## config.mk

```make
export PLATFORM = sky130hd
export DESIGN_NAME = stack_rd_rsp
export DESIGN_NICKNAME = d
export VERILOG_FILES = /design/src/rtl/stack_rd_rsp.sv
export SDC_FILE = /design/constraint.sdc
export NUM_CORES = 1
export LEC_CHECK = 0
export CAP_MARGIN = 20
export CORE_ASPECT_RATIO = 1.5
export CORE_MARGIN = 4
export CORE_UTILIZATION = 51
export DETAILED_ROUTE_END_ITERATION = 12
export GPL_ROUTABILITY_DRIVEN = 0
export HOLD_SLACK_MARGIN = 0.06
export PLACE_DENSITY_LB_ADDON = 0.15
export SYNTH_ARGS = -nofsm -noshare
export SYNTH_HDL_FRONTEND = slang
export SYNTH_SLANG_ARGS = --single-unit
```

## constraint.sdc

```tcl
create_clock -name clk -period 6.6 [get_ports clk]
set_input_delay 1.32 -clock clk [delete_from_list [all_inputs] [get_ports clk]]
set_output_delay 1.32 -clock clk [all_outputs]
set_load 0.02 [all_outputs]
```

## src/rtl/stack_rd_rsp.sv

```systemverilog
// Read-response side of the LIFO stack controller: credit-gated pops, 1-cycle read capture, valid/ready return.
// Optional combinational bypass of an empty response buffer: define Q_STACK_RD_RSP_BYPASS_EN.
module stack_rd_rsp #(
  parameter int W     = 32,
  parameter int BUF_N = 2,
  parameter int CNT_W = $clog2(BUF_N + 1)
) (
  input  logic         clk,
  input  logic         rst,
  input  logic         i_pop_req,
  output logic         o_pop_gnt,
  input  logic         i_push,
  input  logic         i_empty,
  output logic         o_pop,
  input  logic [W-1:0] i_mem_rdata,
  output logic         o_rsp_valid,
  input  logic         i_rsp_ready,
  output logic [W-1:0] o_rsp_data,
  output logic         o_busy
);

  localparam int PTR_W = (BUF_N > 1) ? $clog2(BUF_N) : 1;
  localparam logic [PTR_W-1:0] PTR_LAST = PTR_W'(BUF_N - 1);
  localparam logic [CNT_W:0]   DEPTH    = (CNT_W + 1)'(BUF_N);

  logic             inflight_r;
  logic [PTR_W-1:0] rd_ptr_r;
  logic [PTR_W-1:0] wr_ptr_r;
  logic [CNT_W-1:0] occ_r;
  logic [W-1:0]     mem_r [BUF_N];

  logic             buf_nonempty;
  logic             deq;
  logic             buf_rd;
  logic             buf_wr;
  logic [CNT_W:0]   committed;

  function automatic logic [PTR_W-1:0] ptr_inc(input logic [PTR_W-1:0] p);
    return (p == PTR_LAST) ? '0 : p + PTR_W'(1);
  endfunction

  always_comb begin
    buf_nonempty = (occ_r != '0);
`ifdef Q_STACK_RD_RSP_BYPASS_EN
    // Returning read with an empty buffer is presented directly; it only
    // lands in the buffer if the consumer does not take it this cycle.
    o_rsp_valid = buf_nonempty | inflight_r;
    o_rsp_data  = buf_nonempty ? mem_r[rd_ptr_r] : i_mem_rdata;
    deq         = o_rsp_valid & i_rsp_ready;
    buf_rd      = deq & buf_nonempty;
    buf_wr      = inflight_r & ~(~buf_nonempty & i_rsp_ready);
`else
    o_rsp_valid = buf_nonempty;
    o_rsp_data  = mem_r[rd_ptr_r];
    deq         = o_rsp_valid & i_rsp_ready;
    buf_rd      = deq;
    buf_wr      = inflight_r;
`endif
    // Slots already owed (buffered + in flight) minus the one leaving now.
    committed = {1'b0, occ_r} + (CNT_W + 1)'(inflight_r) - (CNT_W + 1)'(deq);
    // Never pop the stack while in reset: the read would be discarded.
    o_pop     = ~rst & i_pop_req & ~i_empty & ~i_push & (committed < DEPTH);
    o_pop_gnt = o_pop;
    o_busy    = inflight_r | buf_nonempty;
  end

  always_ff @(posedge clk) begin
    if (rst) begin
      inflight_r <= 1'b0;
      rd_ptr_r   <= '0;
      wr_ptr_r   <= '0;
      occ_r      <= '0;
    end else begin
      inflight_r <= o_pop;
      if (buf_wr) wr_ptr_r <= ptr_inc(wr_ptr_r);
      if (buf_rd) rd_ptr_r <= ptr_inc(rd_ptr_r);
      occ_r <= occ_r + CNT_W'(buf_wr) - CNT_W'(buf_rd);
    end
  end

  always_ff @(posedge clk) begin
    if (buf_wr) mem_r[wr_ptr_r] <= i_mem_rdata;
  end

  a_no_overflow: assert property (@(posedge clk) disable iff (rst)
    (({1'b0, occ_r} + (CNT_W + 1)'(inflight_r)) <= DEPTH));

endmodule

```

==> out/results.tsv <==
stage	metric	value	unit
setup_path	Worst setup SP type	input port	
place	post-DP HPWL	3.16	mm
timing	endpoints failing hold	0	
timing	Setup Skew	6.64	ps
final_layout	fill count	338	
power	sw frac	25.7	%
routing	Final ANT Viol Nets	0	
clock_network	number of setup buffers added after CTS	0	
global_routing	global-route wire length before repair	7.02	mm
final_layout	commonest non-fill, non-tap cells in the layout	clkdlybuf4s50_1 (73), edfxtp_1 (64), mux2_1 (32)	
hold_path	hold path cells	2	
timing	Final Setup Violations	0	
floorplanning	number of I/O pins	74	
routing	drt pass-1 iters	3	
global_routing	vias in the first global route	1470	
clock_network	Clock Path Buffers	2	
floorplanning	core area	4890	sq um
setup_path	r2r setup slk	4690	ps
global_routing	largest net degree at the start of global routing	33	
yosys	Syn. warnings	0	
setup_path	Worst setup EP type	primary output	
setup_path	r2r endpoint	buf_wr$_SDFF_PP0_	
hold_path	Hold Path Class	reg2reg	
timing	RSZ-0062 raised after global routing	no	
setup_path	R2R depth	7	
floorplanning	Std-Cell Rows	31	
clock_network	Clk Latency, worst-skew pair	340	ps
power	Power Total	1.24	mW
power	PwrDens	340	nW/um^2
clock_network	CTS H-tree lvls	3	
setup_path	reg2reg start	occ_r[1]$_SDFF_PP0_	
hold_path	Hold Startpoint	buf_wr$_SDFF_PP0_	
yosys	number of register bits inferred by synthesis	70	
timing	setup tns final	0	ps
final_layout	commonest non-fill, non-tap cell in the layout	clkdlybuf4s50_1	
power	P_leak	1.26	nW
timing	Final Cycle Share	78.4	%
global_routing	gr usage total	15.9	%
clock_network	CTS-repair resized insts	0	
floorplanning	Die Width	66.5	um
final_layout	area growth from synthesis to layout	40.1	%
clock_network	clock sinks	70	
clock_network	CTS root buffer	clkbuf_8	
floorplanning	Die Footprint	6360	sq um
final_layout	storage element area	2040	sq um
final_layout	diode count	0	
clock_network	CTS tree	yes	
final_layout	layout cells sized above 1	10.6	%
hold_path	Hold Crit Endpoint	wr_ptr_r$_SDFFE_PP0P_	
yosys	Synth Cell Area	2610	sq um
power	Sw Pwr	319	uW
power	Int Pwr	924	uW
global_routing	grt total ovfl	0	
run	max-cap violations	0	
clock_network	hold buffer count at CTS	0	
setup_path	Data arrival, critical path	3850	ps
timing	Slew @ Worst Pin	915	ps
place	PortBufs	73	
final_layout	multi-input logic area	538	sq um
power	Reg power frac	42.4	%
place	placed instance area	3420	sq um
clock_network	Num CTS Buffers	9	
yosys	post-synthesis cell count	131	
power	Clk pwr share	32.3	%
yosys	library cells used by synthesis	20	
timing	max frequency	0.193	GHz
power	maximum VDD drop	0.000261	V
timing	Slew HR	38.9	%
timing	fin. max-slew vios	0	
final_layout	final-stage net count	253	
routing	DRC	0	
power	Comb pwr share	25.4	%
routing	wire per inst	16.2	um
yosys	Synth Area per Inst	20.0	sq um
setup_path	CP Max Fanout	3	
final_layout	Post-Layout Inst Area	3660	sq um
setup_path	WP data required	5280	ps
routing	Post-Route WL	4.58	mm
yosys	syn_nets	172	
status	status	complete, no violations	
floorplanning	die height	95.7	um
global_routing	antenna violations before repair	0	
setup_path	critical path type	in2out	
timing	minimum clock period	5170	ps
routing	drt via density	4.84	
yosys	sequential fraction of the synthesis area	78.1	%
routing	Via Count	1369	
routing	drt first-iter violations	28	
clock_network	Worst-path clk slew	70	ps
floorplanning	Initial Utilization	53.5	%
-- per-stage QoR --
step           hold slack, ps  utilization [%]  setup WS (ps)  instances
4_1_cts                   601             74.9           1370        283
5_1_grt                   645             74.9           1290        283
3_3_place_gp              556             70.0           1560        267
3_5_place_dp              566             70.0           1390        267
6_report                  595             74.9           1430        283
2_1_floorplan             498                -           2040        131
-- worst max-delay path by stage --
stage / start / cells past startpoint / to / slack [ps]
floorplan: i_rsp_ready / 8 / o_pop_gnt / 2040
global placement: i_rsp_ready / 9 / o_pop_gnt / 1560
detailed placement: i_rsp_ready / 9 / o_pop / 1390
CTS: i_rsp_ready / 9 / o_pop / 1370
global route: i_rsp_ready / 9 / o_pop / 1290
finish: i_rsp_ready / 9 / o_pop / 1430
-- synthesized netlist by cell type (all sizes together) --
library cell | count | area (sq um)
and2 | 1 | 6.26
and2b | 3 | 27.5
buf | 4 | 22.5
clkbuf | 1 | 3.75
dfxtp | 6 | 120
edfxtp | 64 | 1920
fa | 1 | 20.0
ha | 2 | 25.0
inv | 4 | 15.0
mux2 | 34 | 383
nor2 | 3 | 11.3
nor3 | 2 | 10.0
o21a | 1 | 7.51
or2 | 1 | 6.26
or3 | 1 | 6.26
or4b | 1 | 10.0
xnor2 | 2 | 17.5
-- metal layers --
layer	wire, um	track usage [%]	up-vias
met2	2520	28.2	50
met5	0	0	-
met1	1590	14.9	649
li1	-	-	661
met4	104	8.14	0
met3	363	7.19	9
-- state kept, by name, indices dropped and copies added, names as in the netlist, named ones only --
signal,count
rd_ptr_r,1
occ_r,2
mem_r,64
wr_ptr_r,1
buf_wr,1
-- critical path, cell delays in order --
cell,delay (ps)
clkdlybuf4s50_1,400
o21a_1,150
ha_1,300
inv_1,40
ha_1,180
fa_1,380
xnor2_1,160
nor3_1,260
clkdlybuf4s50_1,660
-- power groups by stage --
| stage | combinational (mW) | sequential, mW | clock [mW] |
|---|---|---|---|
| global placement | 0.310 | 0.534 | 0 |
| floorplan | 0.182 | 0.528 | 0 |
| CTS | 0.322 | 0.527 | 0.412 |
| detailed placement | 0.319 | 0.536 | 0 |
| finish | 0.316 | 0.527 | 0.401 |
| global route | 0.340 | 0.529 | 0.429 |
-- layout make-up --
cell class,instances,area share [%]
flip-flops and latches,70,55.8
repair buffers,75,20.4
multi-input cells,52,14.7
clock buffers,10,3.49
clock inverters,6,3.01
well taps,66,2.26
inverters,4,0.410
-- cells by family (layout without fill, tap and decap cells) --
kind of cell | count (synthesis) | in the layout | synth area share (%)
DFF | 70 | 70 | 78.1
and+or+nand+nor | 12 | 12 | 2.97
xor gates and xnor gates | 2 | 2 | 0.670
AOI/OAI and AO/OA | 1 | 1 | 0.287
muxes | 34 | 34 | 14.6
buffers and inverters | 9 | 95 | 1.58
adders and majority gates | 3 | 3 | 1.72
(Power assumes the default switching activity.)
